`config.mk`:
```
export PLATFORM = sky130hd
export DESIGN_NAME = fp8_operand_sequencer
export DESIGN_NICKNAME = d
export VERILOG_FILES = /design/src/rtl/fp8_operand_sequencer.sv
export SDC_FILE = /design/constraint.sdc
export NUM_CORES = 1
export LEC_CHECK = 0
export BUFFER_PORTS_ARGS = -buffer_cell sky130_fd_sc_hd__buf_2
export CAP_MARGIN = 20
export CELL_PAD_IN_SITES_DETAIL_PLACEMENT = 1
export CELL_PAD_IN_SITES_GLOBAL_PLACEMENT = 2
export CORE_MARGIN = 2
export CORE_UTILIZATION = 27
export DETAILED_ROUTE_END_ITERATION = 7
export PLACE_DENSITY = 0.81
export SLEW_MARGIN = 5
export SYNTH_ARGS = -nofsm -noshare
export SYNTH_HDL_FRONTEND = slang
export SYNTH_SLANG_ARGS = --single-unit
```
`constraint.sdc`:
```
create_clock -name i_clk -period 1.45 [get_ports i_clk]
set_input_delay 0.29 -clock i_clk [delete_from_list [all_inputs] [get_ports i_clk]]
set_output_delay 0.29 -clock i_clk [all_outputs]
set_load 0.02 [all_outputs]
```
`src/rtl/fp8_operand_sequencer.sv`:
```
// fp8_operand_sequencer: loads FP8 operands A/B, drives one adder start, holds the sum for the consumer.
// Define FP8_SEQ_TIMEOUT_EN to compile in the WAIT-state watchdog and sticky err flag.
module fp8_operand_sequencer #(
  parameter int TIMEOUT_CYCLES = 15
) (
  input  logic       i_clk,
  input  logic       i_rst,
  input  logic [7:0] i_in_data,
  input  logic       i_in_valid,
  output logic       o_in_ready,
  output logic [7:0] o_op_a,
  output logic [7:0] o_op_b,
  output logic       o_add_start,
  input  logic       i_add_done,
  input  logic [7:0] i_add_sum,
  output logic [7:0] o_out_data,
  output logic       o_out_valid,
  input  logic       i_out_ready,
  output logic       o_busy,
  output logic       o_err
);
  typedef enum logic [2:0] {S_IDLE, S_LOAD_A, S_LOAD_B, S_ISSUE, S_WAIT, S_HOLD} state_t;
  state_t r_state, w_next;
  logic w_in_hs, w_timeout;
  if (TIMEOUT_CYCLES < 1 || TIMEOUT_CYCLES > 255) begin : g_bad_timeout
    $error("TIMEOUT_CYCLES must be in 1..255");
  end
  assign o_in_ready  = (r_state == S_LOAD_A) || (r_state == S_LOAD_B);
  assign o_add_start = r_state == S_ISSUE;
  assign o_out_valid = r_state == S_HOLD;
  assign o_busy      = (r_state == S_ISSUE) || (r_state == S_WAIT) || (r_state == S_HOLD);
  assign w_in_hs     = o_in_ready && i_in_valid;
`ifdef FP8_SEQ_TIMEOUT_EN
  localparam int CW = $clog2(TIMEOUT_CYCLES + 1);
  logic [CW-1:0] r_wd;
  logic          r_err;
  // a same-cycle add_done beats the watchdog
  assign w_timeout = (r_state == S_WAIT) && !i_add_done && (r_wd == CW'(TIMEOUT_CYCLES - 1));
  assign o_err     = r_err;
  always_ff @(posedge i_clk or posedge i_rst) begin
    if (i_rst) begin
      r_wd  <= '0;
      r_err <= 1'b0;
    end else begin
      if (r_state == S_ISSUE) r_wd <= '0;
      else if (r_state == S_WAIT && !i_add_done) r_wd <= r_wd + 1'b1;
      if (r_state == S_LOAD_A && w_in_hs) r_err <= 1'b0;
      else if (w_timeout) r_err <= 1'b1;
    end
  end
`else
  assign w_timeout = 1'b0;
  assign o_err     = 1'b0;
`endif
  always_comb begin
    w_next = r_state;
    case (r_state)
      S_IDLE:   w_next = S_LOAD_A;
      S_LOAD_A: w_next = w_in_hs ? S_LOAD_B : S_LOAD_A;
      S_LOAD_B: w_next = w_in_hs ? S_ISSUE : S_LOAD_B;
      S_ISSUE:  w_next = S_WAIT;
      S_WAIT:   w_next = (i_add_done || w_timeout) ? S_HOLD : S_WAIT;
      S_HOLD:   w_next = i_out_ready ? S_LOAD_A : S_HOLD;
      default:  w_next = S_IDLE;
    endcase
  end
  always_ff @(posedge i_clk or posedge i_rst) begin
    if (i_rst) begin
      r_state    <= S_IDLE;
      o_op_a     <= 8'h00;
      o_op_b     <= 8'h00;
      o_out_data <= 8'h00;
    end else begin
      r_state <= w_next;
      if (r_state == S_LOAD_A && w_in_hs) o_op_a <= i_in_data;
      if (r_state == S_LOAD_B && w_in_hs) o_op_b <= i_in_data;
      if (r_state == S_WAIT && i_add_done) o_out_data <= i_add_sum;
      else if (w_timeout) o_out_data <= 8'hFF;
    end
  end
endmodule
```
Yosys cells after proc, flatten, opt, wreduce, memory -nomap -nowiden
Cells that the tools add are included.
{ "word_totals": {"ff_bits": 27, "inputBits": 21} }
{ "op_classes": {"eq_ne": 5, "n_reduce_logical": 8, "mux": 5} }
{ "op_table": {"columns": ["operator", "count"], "rows": [
  ["$pmux 3 s6", 1],
  ["$eq 3x2->1 const B", 2],
  ["$eq 3x3->1 const B", 2],
  ["$logic_and 1x1->1", 4],
  ["$eq 3x1->1 const B", 1],
  ["$logic_not 3->1", 1],
  ["$logic_or 1x1->1", 3],
  ["$mux 3", 1],
  ["$mux 1", 2],
  ["$mux 2", 1]
]} }

Longest topological paths before layout
Gate-level depths: netlist of the first run.
{ "logic_depth": {"depth_word": 5, "mapped_depth": 4} }

Worst setup path before layout of the first run
OpenSTA, ideal clock, no wires.
{ "synth_timing": {"path_type": "register to register", "startpoint": "reg r_state[0]", "endpoint": "reg o_out_data[0]", "required_time_ps": 1323, "arrival_ps": 1241, "path_stages_with_launch": 5, "setup_slack_ps": 82, "n_path_buf": 2, "path_cell_list": "dfrtp_1 buf_6 nor4bb_1 buf_4 mux2_1"} }
{ "synth_via": {"elab_chain_cells": 2} }
{ "synth_lines": {"columns": ["item", "line_no", "text"], "rows": [
  ["from (decl)", "23", "state_t r_state, w_next;"],
  ["from (signal assigned)", "74", "r_state <= w_next;"],
  ["$eq 3x3->1", "77", "if (r_state == S_WAIT && i_add_done) o_out_data <= i_add_sum;"],
  ["$logic_and 1x1->1", "77", null],
  ["to (signal assigned)", "77", null],
  ["to (decl)", "16", "output logic [7:0] o_out_data,"]
]} }
No other way between the ends.
A chain may end at the register's enable or synchronous reset.

Worst setup path in the final report of the first run
{ "layout_timing": {"startpoint": "reg r_state[2]", "endpoint": "reg o_op_a[5]"} }
{ "layout_via": {"elab_chain_cells": 4, "elab_cells_between_ends": 5, "classes_between": "2 x eq/ne; 3 x reduce/logical"} }
{ "layout_lines": {"columns": ["item", "line_no", "text"], "rows": [
  ["$eq 3x1->1 / $eq 3x2->1 (equally long branches)", "28, 75", null],
  ["$logic_or 1x1->1", "28", "assign o_in_ready = (r_state == S_LOAD_A) || (r_state == S_LOAD_B);"],
  ["$logic_and 1x1->1", "32", "assign w_in_hs = o_in_ready && i_in_valid;"],
  ["$logic_and 1x1->1 *", "75", "if (r_state == S_LOAD_A && w_in_hs) o_op_a <= i_in_data;"],
  ["to (signal assigned)", "75", null],
  ["to (decl)", "11", "output logic [7:0] o_op_a,"]
]} }
Every way passes the cells marked *; elsewhere a longest branch is shown, timed or not.

==> results of run 1 <==
## metal layers
layer,share of wire [%],track usage [%],routed length (um)
met1,40,13.2,1170
met3,3.6,0.872,107
met4,0.92,4.58,27
met2,56,23.3,1640
met5,0,0,0
## worst min-delay path, stage by stage
cell and delay [ps]:
buf_2 90, inv_1 40, buf_4 320
## cells in the mapped netlist (all sizes together)
master | instances | area share [%]
a221oi | 1 | 0.76
dfrtp | 27 | 58
nand2b | 3 | 1.6
inv | 4 | 1.3
nand3b | 2 | 1.3
nor4bb | 2 | 1.7
o21ai | 1 | 0.43
conb | 1 | 0.32
and4bb | 1 | 1.1
nor2 | 1 | 0.32
and2 | 1 | 0.54
mux2 | 24 | 26
and3b | 1 | 0.76
buf | 5 | 3.9
a21oi | 2 | 0.86
o21bai | 1 | 0.65
nand2 | 1 | 0.32
## stage by stage
stage               util [%]  setup TNS (ps)  std cells  setup slack (ps)
finish                  42.8            -790        190             -63.4
global placement        36.8               0        178              78.4
global route            42.8           -1720        190              -110
CTS                     40.6            -632        188             -56.3
floorplan                  -               0         78              81.6
detailed placement      36.8               0        178              65.1
## worst paths after layout
path,start,to,slack [ps],cells after the start
worst min-delay path,i_rst,o_op_a[1],60,3
worst max register to register,r_state[2],o_op_a[5],-60,4
max in group asynchronous,i_rst,o_out_data[5],1130,3
worst max-delay path,r_state[2],o_op_a[5],-60,4
min in group i_clk,i_add_sum[7],o_out_data[7],250,2
worst min register to register,o_op_a[0],o_op_a[0],490,1
## power groups by stage
stage	clock network [mW]	registers (mW)	logic, mW
global route	0.470	1.38	2.38
detailed placement	0	1.35	1.72
CTS	0.433	1.31	2.01
global placement	0	1.32	1.69
floorplan	0	1.74	0.712
finish	0.426	1.32	2.26
## state kept, by name (all words and copies together) (netlist names)
signal,count
o_op_b,8
o_op_a,8
o_out_data,8
r_state,3
## final cells by class
cell class,count,area (um^2),share of cell area (%)
sequential,27,676,38.9
clock inverter,1,5.00,0.288
clock buffer,3,41.3,2.38
inverter,4,15.0,0.864
multi-input combinational,42,513,29.5
timing repair buffer,63,425,24.5
tap,50,62.6,3.60
## repair_timing
item / in CTS / in global routing
cloned: 0 / 0
setup buffers: 6 / 2
endpoints found under the setup margin: 4 / 21
resized for setup: 12 / 19
pin swaps: 4 / 4
## cells by family after synthesis
family	Yosys count	share of synthesized area [%]
buf+inv	9	5.18
simple gates	12	7.66
flops	27	58.3
compound gates	5	2.70
mux	24	25.9
other cells	1	0.323
## layout by cell type, fill, tap and decap left out, types with 2 or more instances in the layout
master	instances
buf_4	7
buf_6	10
dfrtp_1	27
nand3b_1	2
mux2_4	17
buf_2	44
nand2b_4	3
buf_12	2
mux2_1	2
inv_1	3
clkbuf_8	3
mux2_2	5
==> run metrics, run 1 <==
full die area 4840 um^2; CP arrival 1680 ps; layout overhead on the synthesized area 49.8%; H-Tree Depth 1; ant diodes 0; via count 838; worst path cell trace buf_4 -> nor4bb_2 -> buf_4 -> mux2_2; YS warnings 0; IO Pins 50; Setup crit start kind register; drt drc 0; Yosys reg bits 27; failing checks setup timing; power consumption 4.00 mW; drt pass-1 iters 2; largest net degree at the start of global routing 28; WL per Instance 15.5 um; clk sinks 27; WS Path Type reg -> reg; Fin Hold WS 64.4 ps; drt total wl 2.94 mm; Placed Area 1500 um^2; die height 69.5 um; Switching Share 38.1%; CTS tree done; Net Sw Power 1.52 mW; Synthesized Nets 99; synthesized area 1160 um^2; vias in the first global route 979; Fillers 439; aggregate global routing overflow 0; latest clock arrival within the worst-skew pair 270 ps; worst path required time 1610 ps; period utilization 104%; Cells after Synth 78; share of cells above drive strength 1 69.3%; Worst Path Buf+Inv 2; Pins Over Slew Limit 0; # setup viols final 19; Power Density 2300 nW/um^2; hold buffer count at cts 0; post-DR vias/cell 4.41; Max Cap Violations 0; CTS buffer count 3; root buffer cell clkbuf_8; Finished Cell Area 1740 um^2; Horiz. Die Dim 69.5 um; Leak 0.884 nW; status finished with violations; CP peak stage delay 400 ps; Setup Skew 4.36 ps; synth unique cells 20; Slowest-stage cell, CP dfrtp_1; DR iter-0 viols 11; Worst setup EP type register; Internal 2.48 mW; # port buffers 48; ANT nets after route 0; Rows 23; Clock Path Buffers 2; sequential share of power 32.9%; GP Congestion 0.731; Peak VDD IR 0.854 mV; Top delay family on crit path flip-flops; PnR worst setup slack -63.4 ps; worst-path maximum fanout 8; RSZ-0062 raised after global routing true; post-synthesis sequential area ratio 58.3%; HP Class in -> async; initial antenna violation count 0; final hold violation count 0; syn_area_per_cell 14.9 um^2; Detailed Place HPWL 2.01 mm; combinational share of power 56.4%; Layout Nets 162; CTS clk-pin slew, worst paths 90 ps; core region area 4060 um^2; clock network power share 10.6%; fin crit period 1510 ps; cell mode on critical path buf_4; Tot GR Track Use 11.9%; initial core utilization 28.6%; first-pass GRT wire length 4.66 mm; fmax 661 MHz
Power figures use the tool's default switching activity.
==> run 2, diff against run 1 <==
--- a/config.mk
+++ b/config.mk
@@ -13,6 +13,7 @@
 export CORE_UTILIZATION = 27
 export DETAILED_ROUTE_END_ITERATION = 7
 export PLACE_DENSITY = 0.81
+export RECOVER_POWER = 25
 export SLEW_MARGIN = 5
 export SYNTH_ARGS = -nofsm -noshare
 export SYNTH_HDL_FRONTEND = slang
==> run 2 against run 1 <==
  * The run still ends with setup timing left
  * Register-to-register slack about the same
  * Core utilization down 0.062 points
  * Sequential power is essentially flat
  * Critical endpoint unchanged
==> run metrics, run 2 (synthesis gave the netlist of run 1 again) <==
vias in the first global route 979 (unchanged); # setup viols final 19 (unchanged); combinational share of power 56.4% (about the same); failing checks setup timing (unchanged); multi-input logic area 513 um^2 (unchanged); worst-path maximum fanout 8 (unchanged); initial antenna violation count 0 (unchanged); Peak VDD IR 0.854 mV (about the same); initial core utilization 28.6% (unchanged); Power Density 2310 nW/um^2 (was 2300 nW/um^2); RSZ-0062 raised after global routing true (unchanged); post-DR vias/cell 4.41 (unchanged); WL per Instance 15.5 um (about the same); fin crit period 1510 ps (unchanged); top flop regs o_op_a: 8 flops, o_op_b: 8 flops, o_out_data: 8 flops (unchanged); # port buffers 48 (unchanged); Clock Path Buffers 2 (unchanged); largest net degree at the start of global routing 28 (unchanged); non-filler cells, final 190 (unchanged); share of cells above drive strength 1 69.3% (unchanged); die height 69.5 um (unchanged); Reg area 676 um^2 (unchanged); fmax 661 MHz (unchanged); clk sinks 27 (unchanged); commonest non-fill, non-tap cells in the layout buf_2, dfrtp_1, mux2_4 (unchanged); full die area 4840 um^2 (unchanged); period utilization 104% (unchanged); Internal 2.48 mW (about the same); Final TNS setup -790 ps (unchanged); PnR worst setup slack -63.4 ps (unchanged); Worst Tran Pin Value 671 ps; Switching Share 38.1% (about the same); Slew headroom 55.3%; status finished with violations (unchanged); placed cell count 178 (unchanged); Setup Skew 4.36 ps (unchanged); GP Congestion 0.731 (unchanged); ANT nets after route 0 (unchanged); Setup crit start kind register (unchanged); H-Tree Depth 1 (unchanged); CP arrival 1680 ps (about the same); Max Cap Violations 0 (unchanged); aggregate global routing overflow 0 (unchanged); drt total wl 2.94 mm (about the same); hold buffer count at cts 0 (unchanged); via count 838 (unchanged); sequential share of power 32.9% (about the same); Net Sw Power 1.52 mW (about the same); IO Pins 50 (unchanged); worst path required time 1610 ps (about the same); DR iter-0 viols 11 (unchanged); pre-CTS WS 65.1 ps (unchanged); HP Class in -> async (unchanged); WS Path Type reg -> reg (unchanged); core region area 4060 um^2 (unchanged); ant diodes 0 (unchanged); Fillers 439 (unchanged); clock network power share 10.6% (about the same); most common cell after layout, fill and taps aside buf_2 (unchanged); Rows 23 (unchanged); drt drc 0 (unchanged); drt pass-1 iters 2 (unchanged); layout overhead on the synthesized area 49.6% (was 49.8%); CTS clk-pin slew, worst paths 90 ps (about the same); Pins Over Slew Limit 0 (unchanged); Tot GR Track Use 11.9% (unchanged); CTS buffer count 3 (unchanged); Worst setup EP type register (unchanged); final hold violation count 0 (unchanged); latest clock arrival within the worst-skew pair 270 ps (about the same); Detailed Place HPWL 2.01 mm (unchanged); Horiz. Die Dim 69.5 um (unchanged); Leak 0.884 nW (about the same); CTS tree done (unchanged); first-pass GRT wire length 4.66 mm (unchanged); Layout Nets 162 (unchanged); root buffer cell clkbuf_8 (unchanged)
-- run 2: changes by cell type in the layout (fill, tap and decap cells not counted), sizes merged --
cell / previous run / this run
buf: 63 / 62
clkbuf: 3 / 4
-- run 2: layout make-up --
cell class	instances	area share, %
clock inverter	1	0.288
clock buffer	3	2.38
inverter	4	0.865
timing repair buffer	63	24.4
sequential	27	38.9
multi-input combinational	42	29.6
tap	50	3.60
-- run 2: power groups by stage --
stage          Combinational [mW]  Clock, mW  Sequential [mW]
3_5_place_dp                 1.72          0             1.35
6_report                     2.26      0.426             1.32
5_1_grt                      2.38      0.470             1.38
4_1_cts                      2.01      0.433             1.31
2_1_floorplan               0.712          0             1.74
3_3_place_gp                 1.69          0             1.32
-- run 2: metal layers --
layer	routed length (um)	vias to the layer above	global-route usage (%)
met5	0	-	0
met4	27	0	4.58
met3	107	2	0.872
met2	1640	24	23.3
met1	1170	423	13.2
li1	-	389	-
-- run 2: worst max-delay path, cell delays in order (launching register included) --
cell and delay [ps]:
dfrtp_1 400, buf_4 150, nor4bb_2 280, buf_4 230, mux2_2 350
-- run 2: through the flow --
| stage | hold WS (ps) | cell area [um^2] | utilization, % | power, mW |
|---|---|---|---|---|
| finish | 182 | 1740 | 42.8 | 4.00 |
| CTS | 74.1 | 1650 | 40.6 | 3.76 |
| detailed placement | 367 | 1500 | 36.8 | 3.07 |
| global route | 250 | 1740 | 42.8 | 4.23 |
| global placement | 361 | 1500 | 36.8 | 3.00 |
| floorplan | 343 | 1160 | - | 2.46 |
-- run 2: worst paths after layout --
path / startpoint / end / slack, ps / cells past startpoint
setup reg to reg: r_state[2] / o_op_a[5] / -60 / 4
max in group asynchronous: i_rst / o_out_data[5] / 840 / 3
hold reg to reg: o_op_a[0] / o_op_a[0] / 490 / 1
hold / removal: i_rst / o_op_a[1] / 180 / 3
setup / recovery: r_state[2] / o_op_a[5] / -60 / 4
min in group i_clk: i_add_sum[7] / o_out_data[7] / 250 / 2
-- run 2: timing repair --
action | in CTS | in global routing
resized for setup | 12 | 19
hold endpoints to repair | 0 | 0
pin swaps | 4 | 4
buffers inserted | 6 | 2
setup endpoints to repair | 4 | 21
